### src/rtl/aes_round_key_buffer.sv
// Purpose : captures an AES-128 key schedule (cipher key + NR expanded keys) and replays it, ascending or descending.
// Latency : 1 cycle from rd_req_i to the first key; then one key per cycle, outputs registered.
// Backpressure: rd_hold_i freezes the replay output and index; load_i aborts any activity and restarts capture.
//
// Ports:
//   clk_i, rst_ni            clock (rising edge), asynchronous active-low reset
//   load_i, key_i            start a schedule capture; key_i becomes round key 0
//   exp_valid_i, exp_key_i   expanded round keys 1..NR from the key expansion stage
//   rd_req_i, rd_dec_i       start a replay; rd_dec_i selects descending order
//   rd_hold_i                stall the replay
//   rd_valid_o, rd_key_o,
//   rd_round_o, rd_last_o    replayed key, its index and final-key flag
//   ready_o, busy_o          schedule stored and idle / capture or replay in progress
module aes_round_key_buffer #(
    parameter int KW = 128,
    parameter int NR = 10
) (
    input  logic          clk_i,
    input  logic          rst_ni,
    input  logic          load_i,
    input  logic [KW-1:0] key_i,
    input  logic          exp_valid_i,
    input  logic [KW-1:0] exp_key_i,
    input  logic          rd_req_i,
    input  logic          rd_dec_i,
    input  logic          rd_hold_i,
    output logic          rd_valid_o,
    output logic [KW-1:0] rd_key_o,
    output logic [3:0]    rd_round_o,
    output logic          rd_last_o,
    output logic          ready_o,
    output logic          busy_o
);

    typedef enum logic [1:0] {
        IDLE   = 2'd0,
        FILL   = 2'd1,
        READY  = 2'd2,
        STREAM = 2'd3
    } state_t;

    localparam logic [3:0] LAST_IDX = 4'(NR);

    // Key store: deliberately not reset, it is only observable once ready_o is set.
    logic [KW-1:0] rk [0:NR];

    state_t     state;
    logic [3:0] fill_cnt;
    logic       dec;

    logic [3:0] start_idx;
    logic [3:0] start_end_idx;
    logic [3:0] next_idx;
    logic [3:0] end_idx;

    // rd_round_o doubles as the replay index; next/end depend on the direction latched at request.
    always_comb begin
        start_idx     = rd_dec_i ? LAST_IDX : 4'd0;
        start_end_idx = rd_dec_i ? 4'd0 : LAST_IDX;
        next_idx      = dec ? (rd_round_o - 4'd1) : (rd_round_o + 4'd1);
        end_idx       = dec ? 4'd0 : LAST_IDX;
    end

    // load_i is honoured in every state, so the cipher key write does not depend on state.
    always_ff @(posedge clk_i) begin
        if (load_i) begin
            rk[0] <= key_i;
        end else if (state == FILL && exp_valid_i) begin
            rk[fill_cnt] <= exp_key_i;
        end
    end

    always_ff @(posedge clk_i or negedge rst_ni) begin
        if (!rst_ni) begin
            state      <= IDLE;
            fill_cnt   <= 4'd0;
            dec        <= 1'b0;
            rd_valid_o <= 1'b0;
            rd_key_o   <= '0;
            rd_round_o <= 4'd0;
            rd_last_o  <= 1'b0;
            ready_o    <= 1'b0;
            busy_o     <= 1'b0;
        end else if (load_i) begin
            // Restart capture from any state; an active replay is dropped, and a
            // coincident rd_req_i in READY is lost.
            state      <= FILL;
            fill_cnt   <= 4'd1;
            rd_valid_o <= 1'b0;
            rd_last_o  <= 1'b0;
            ready_o    <= 1'b0;
            busy_o     <= 1'b1;
        end else begin
            case (state)
                IDLE: begin
                    // Nothing stored yet; requests and expansion data are ignored.
                end
                FILL: begin
                    if (exp_valid_i) begin
                        fill_cnt <= fill_cnt + 4'd1;
                        if (fill_cnt == LAST_IDX) begin
                            state   <= READY;
                            ready_o <= 1'b1;
                            busy_o  <= 1'b0;
                        end
                    end
                end
                READY: begin
                    if (rd_req_i) begin
                        state      <= STREAM;
                        ready_o    <= 1'b0;
                        busy_o     <= 1'b1;
                        dec        <= rd_dec_i;
                        rd_valid_o <= 1'b1;
                        rd_key_o   <= rk[start_idx];
                        rd_round_o <= start_idx;
                        rd_last_o  <= (start_idx == start_end_idx);
                    end
                end
                STREAM: begin
                    if (!rd_hold_i) begin
                        if (rd_last_o) begin
                            state      <= READY;
                            rd_valid_o <= 1'b0;
                            rd_last_o  <= 1'b0;
                            ready_o    <= 1'b1;
                            busy_o     <= 1'b0;
                        end else begin
                            rd_key_o   <= rk[next_idx];
                            rd_round_o <= next_idx;
                            rd_last_o  <= (next_idx == end_idx);
                        end
                    end
                end
                default: begin
                    state <= IDLE;
                end
            endcase
        end
    end

endmodule

### config.mk
export PLATFORM = sky130hd
export DESIGN_NAME = aes_round_key_buffer
export DESIGN_NICKNAME = d
export VERILOG_FILES = /design/src/rtl/aes_round_key_buffer.sv
export SDC_FILE = /design/constraint.sdc
export NUM_CORES = 2
export LEC_CHECK = 0
export BUFFER_PORTS_ARGS = -buffer_cell sky130_fd_sc_hd__buf_2
export CORE_ASPECT_RATIO = 1.25
export CORE_UTILIZATION = 55
export CTS_BUF_LIST = sky130_fd_sc_hd__clkbuf_8 sky130_fd_sc_hd__clkbuf_16
export DETAILED_ROUTE_END_ITERATION = 10
export PLACE_DENSITY_LB_ADDON = 0.25
export SLEW_MARGIN = 10
export SYNTH_ARGS = -nofsm -noshare
export SYNTH_HDL_FRONTEND = slang
export SYNTH_SLANG_ARGS = --single-unit
### constraint.sdc
create_clock -name clk_i -period 14.5 [get_ports clk_i]
set_input_delay 1.45 -clock clk_i [delete_from_list [all_inputs] [get_ports clk_i]]
set_output_delay 1.45 -clock clk_i [all_outputs]
set_load 0.03 [all_outputs]
; Word-level counts from Yosys, hierarchy flattened
; Memory sizes are Yosys's and may differ from the RTL's.
; Index checks and enable logic that the tools add are counted.
[word_totals]
out_inout_bits = 136
in_bits = 263
mem_count = 1
word_cells = 92
regBits = 143
ramBits = 1408
[classes]
bitwise_logic = 1
eq_ne = 14
addsub = 3
mux = 51
reduce_logical = 13
[mem_list]
columns = memory, words, word_bits, read_ports, rd_ports_with_merged_regs, write_ports, line
row1 = rk, 11, 128, 2, 0, 1, 45  ; logic [KW-1:0] rk [0:NR];
[ops]
columns = op, n
row1 = $mux 128, 4
row2 = $pmux 128 s2, 1
row3 = $reduce_or 128->1, 1
row4 = $mux 4, 11
row5 = $mux 1, 23
row6 = $mux 2, 6
row7 = $ne 3x3->1 const B, 4
row8 = $add 4x1->4 const B, 2
row9 = $eq 4x4->1, 2
row10 = $pmux 4 s2, 1
row11 = $ne 2x2->1 const B, 3
row12 = $pmux 1 s3, 2
row13 = $pmux 2 s3, 1
row14 = $reduce_and 3->1, 2
row15 = $reduce_and 6->1, 1
row16 = $reduce_bool 2->1, 3
row17 = $reduce_and 5->1, 1
row18 = $eq 2x2->1 const B, 2
row19 = $eq 4x4->1 const B, 1
row20 = $pmux 1 s2, 2
row21 = $reduce_and 4->1, 1
row22 = $reduce_bool 4->1, 1
row23 = $sub 4x1->4 const B, 1
row24 = $ne 3x2->1 const B, 1
row25 = other kinds (5), 5

; Longest topological paths before layout
[depth]
depth_word = 7
ltp_mapped = 10
ltp_nobuf = 6

; Worst setup path after synthesis
; Ideal clock, no wire load.
[synth_timing]
path_type = input to register
start = in exp_valid_i
end = mem rk[8][0] (enable)
n_path_buf = 2
setup_time_ps = 928
t_arrival_ps = 14432
required_ps = 13572
setup_slack_ps = -860
cell_stages = 7
cell_sequence = nand2_1 > or2_1 > nor2_2 > buf_2 > buf_2 > nand2_1 > nor4_1
[synth_between]
elab_chain_len = 6
word_cells_on_any_way = 7
classes_between = mux: 5 / reduce/logical: 2
[synth_rtl]
columns = element, line
row1 = "start, declared", 22  ; input logic exp_valid_i,
row2 = $logic_and 1x1->1 *, 68  ; end else if (state == FILL && exp_valid_i) begin
row3 = $mux 1 *, 68
row4 = $mux 1 *, 66  ; if (load_i) begin
row5 = $mux 1 (not written as such) *, 69  ; rk[fill_cnt] <= exp_key_i;
row6 = $reduce_or 128->1 (no line), --
row7 = $mux 4 (no line) or $mux 1 (tied branches), --
row8 = "end, declared", 45
; Mark *: on every way between the ends. The rest lies on a longest branch, timed or not.

; Worst setup path in the final report
[layout_timing]
start = reg rd_round_o[0]
end = reg rd_key_o[102]
[layout_between]
elab_chain_len = 6
word_cells_on_any_way = 7
classes_between = add/sub: 2 / mux: 4 / memory: 1
[layout_rtl]
columns = element, line
row1 = "start, declared", 29  ; output logic [3:0] rd_round_o,
row2 = "start signal, assigned", 116  ; rd_round_o <= start_idx;
row3 = "start signal, assigned", 130  ; rd_round_o <= next_idx;
row4 = $add 4x1->4 or $sub 4x1->4 (tied branches), 60  ; next_idx = dec ? (rd_round_o - 4'd1) : (rd_round_o + 4'd1);
row5 = $mux 4 *, 60
row6 = $mem_v2 11x128 *, --
row7 = $mux 128 *, 122  ; if (rd_last_o) begin
row8 = $mux 128 *, 121  ; if (!rd_hold_i) begin
row9 = $pmux 128 s2 *, 94  ; case (state)
row10 = "end signal, assigned", 115  ; rd_key_o <= rk[start_idx];
row11 = "end signal, assigned", 129  ; rd_key_o <= rk[next_idx];
row12 = "end, declared", 28  ; output logic [KW-1:0] rd_key_o,
; Mark *: on every way between the ends. The rest lies on a longest branch, timed or not. The select of a mux whose other input is x is not followed.
; A chain may end at the register's enable or synchronous reset.

==> qor.yml <==
status: "completed"
pre_cts_ws_ns: 8.38
clock.fmax_ghz: 0.163
synth_edf_count: 1408
hold-path-cell-count: 1
setup_tns_ns: 0
cts.repair.resized: 0
fp.coreArea_mm2: 0.113
portBuffers: 398
async_reset_ff_share_pct: 9.22
netlist_instances: 3533
die_w_um: 304
clkTransAtPathRegs_ns: 0.06
peakVddDrop_mv: 0.116
drv_cap: 0
ys.flop_type: "edfxtp_1"
route.met2.wl_mm: 72.7
r2r_start: "rd_round_o[0]$_DFFE_PN0P_"
synth_fp_nets: 3801
synth_cell_types: 40
clock_latency_ns: 0.77
power_density_mw_per_mm2: 130
antennaDiodeCount: 0
power_mw: 9.20
gp_congestion: 0.743
fp.dieArea_mm2: 0.115
slowest_delay_ns: 1.61
via_per_inst: 6.17
drc_errors: 0
fin_crit_sh_pct: 42.3
placed_area_mm2: 0.0662
mappedNetlistArea_mm2: 0.0628
cp_common_cell: "buf_4"
worst_setup_path_start_kind: "flip-flop"
dpl.hpwl_mm: 75.5
synth-seq-area-share_pct: 73.1
crit_chain: "fa_4, buf_4, buf_4, buf_4, mux4_2, mux2_2, a21oi_1, a21oi_1"
areaGrowthSynthToFinish_pct: 13.2
fillers: 7904
dr_wl_met3_mm: 11.2
relSlewSlack_pct: 26.5
regToRegEndpoint: "rd_key_o[102]$_DFFE_PN0P_"
grt_setup_unrepaired: "false"
die_y_um: 380
layout-drive-gt1-share_pct: 30.1
grt_usage_pct: 26.1
cts_hold_buf: 0
post_cts_buffers: 0
reg2reg_depth: 8
avgSynthCellArea_um2: 17.8
htree_levels: 4
critPathMaxFanout: 90
cp-end-kind: "flip-flop"
drt_wl_total_mm: 149
finalInstanceArea_mm2: 0.0711
detail-route-antenna-nets: 0
cts_buffer_depth: 3
drtPass1Iterations: 6
wire_per_inst_um: 27.0
grt_start_max_net_pins: 131
final_nets: 4197
start_util_pct: 55.5
min_path_type: "flip-flop to flip-flop"
fin_worst_skew_ns: 0.0178
timing.critical_path.from: "rd_round_o[0]$_DFFE_PN0P_"
drt-initial-drc-count: 2879
yosys_warnings: 0
m1WireLength_mm: 61.4
crit_arrival_ns: 6.78
leakagePower_nw: 24.4
clockRootBuffer: "clkbuf_16"
endpoint: "rd_key_o[102]$_DFFE_PN0P_"
grt-ovfl-total: 0
grt_pass1_wl_mm: 220
cts_made_buffers: 148
clock-sinks: 1551
io_pins: 399
worst_slack_ns: 8.36
hold_viol_final: 0
antenna_found_initial: 1
ys_ff_latch: 1551
slowest_stage: "fa_4"
cts_tree: "built"
worstPathRequired_ns: 15.14
final.min_clock_period_ns: 6.14
highest-signal-layer: "met5"
worstMarginPinSlew_ns: 1.10
core.rowCount: 138
first_global_vias: 34775
vias: 34060
timing.reg2reg.setup_slack_ns: 8.36
crit_type: "flip-flop to flip-flop"
slew_viol_final: 0
setup_viol: 0
## worst min-delay path by stage
stage / end / slack, ns / startpoint
after CTS: ready_o$_DFFE_PN0P_ / 0.50 / ready_o$_DFFE_PN0P_
after global placement: ready_o$_DFFE_PN0P_ / 0.47 / ready_o$_DFFE_PN0P_
final: ready_o$_DFFE_PN0P_ / 0.49 / ready_o$_DFFE_PN0P_
after global routing: ready_o$_DFFE_PN0P_ / 0.53 / ready_o$_DFFE_PN0P_
after detailed placement: ready_o$_DFFE_PN0P_ / 0.49 / ready_o$_DFFE_PN0P_
after floorplan: fill_cnt[3]$_DFFE_PN0P_ / 0.57 / fill_cnt[3]$_DFFE_PN0P_
## synthesized netlist by cell type (all sizes together) (2+ instances only)
| cell | number | area share (%) |
|---|---|---|
| nor3 | 2 | 0.016 |
| mux4 | 256 | 9.2 |
| dfrtp | 143 | 5.7 |
| nor2b | 2 | 0.020 |
| inv | 3 | 0.018 |
| nor2 | 274 | 1.6 |
| buf | 123 | 1.2 |
| o21ai | 131 | 1.0 |
| nand3b | 3 | 0.036 |
| xor2 | 3 | 0.042 |
| mux2i | 256 | 4.1 |
| edfxtp | 1408 | 67 |
| xnor2 | 3 | 0.042 |
| a21o | 2 | 0.024 |
| mux2 | 257 | 4.6 |
| a21oi | 392 | 3.1 |
| clkbuf | 96 | 0.57 |
| ha | 4 | 0.080 |
| nand3 | 7 | 0.056 |
| nand2 | 150 | 0.90 |
| nand2b | 3 | 0.030 |
| nand4 | 2 | 0.020 |
## cell families (layout without fill, tap and decap cells)
family	after synthesis	count (layout)	share of synthesized area (%)
flops	1551	1551	73.1
mux	769	769	17.9
compound gates	529	529	4.24
simple gates	451	451	2.81
buf+inv	222	742	1.79
xor+xnor	6	6	0.0838
fa+ha+maj	5	5	0.112
## stage by stage
stage / utilization [%] / hold slack, ns / instances
floorplan: - / 0.569 / 3533
global placement: 58.5 / 0.473 / 5249
detailed placement: 58.5 / 0.487 / 5249
CTS: 62.8 / 0.501 / 5523
global route: 62.8 / 0.529 / 5523
finish: 62.8 / 0.491 / 5523
## worst max-delay path, delay by kind of cell, from the launching register on
family	cells	cell delay, ns
buffers and inverters	3	2.51
adder cells (fa/ha/maj)	1	1.61
flip-flops	1	0.76
multiplexers	2	0.68
AO/OA/AOI/OAI	2	0.25
## layout make-up
cell class	count	area [um^2]	share of cell area (%)
Clock inverter	106	895	1.26
Tap cell	1470	1840	2.59
Multi-Input combinational cell	1760	15900	22.4
Timing Repair Buffer	465	2550	3.58
Clock buffer	168	4000	5.63
Sequential cell	1551	45900	64.5
Inverter	3	11.3	0.0158
## metal layers
metal,global-route usage (%),vias to the layer above
met4,8.54,2
met2,42.6,1412
met3,4.77,280
met5,0,-
met1,35.8,17693
li1,-,14673
## cell usage in the layout (no fill, tap or decap), types with 3 or more instances in the layout
| cell type | Yosys | final |
|---|---|---|
| a21oi_1 | 392 | 391 |
| buf_12 | 0 | 3 |
| buf_2 | 80 | 396 |
| buf_4 | 10 | 64 |
| bufinv_16 | 0 | 13 |
| clkbuf_16 | 0 | 150 |
| clkbuf_8 | 0 | 19 |
| clkinv_1 | 0 | 17 |
| clkinv_2 | 0 | 20 |
| clkinv_8 | 0 | 3 |
| clkinvlp_4 | 0 | 6 |
| dfrtp_1 | 143 | 142 |
| edfxtp_1 | 1408 | 1408 |
| ha_1 | 4 | 4 |
| inv_1 | 3 | 36 |
| inv_6 | 0 | 12 |
| mux2_2 | 257 | 257 |
| mux2i_1 | 256 | 256 |
| mux4_2 | 256 | 256 |
| nand2_1 | 150 | 150 |
| nand2b_1 | 3 | 3 |
| nand3_1 | 7 | 7 |
| nand3b_1 | 3 | 3 |
| nor2_1 | 273 | 267 |
| nor2_4 | 0 | 7 |
| o21ai_0 | 130 | 130 |
| xnor2_1 | 3 | 3 |
## flip-flops by register name (all words and copies together), names as in the netlist
register and flops:
busy_o 1, dec 1, fill_cnt 4, rd_key_o 128
rd_last_o 1, rd_round_o 4, rd_valid_o 1, ready_o 1
rk 1408, state 2
## power breakdown
part	total, mW	switching (mW)	internal, mW
sequential	5.02	0.0264	4.99
clock	3.86	1.65	2.22
combinational	0.327	0.211	0.116
total	9.20	1.88	7.32
No activity file was read; power rests on OpenSTA's default activity.
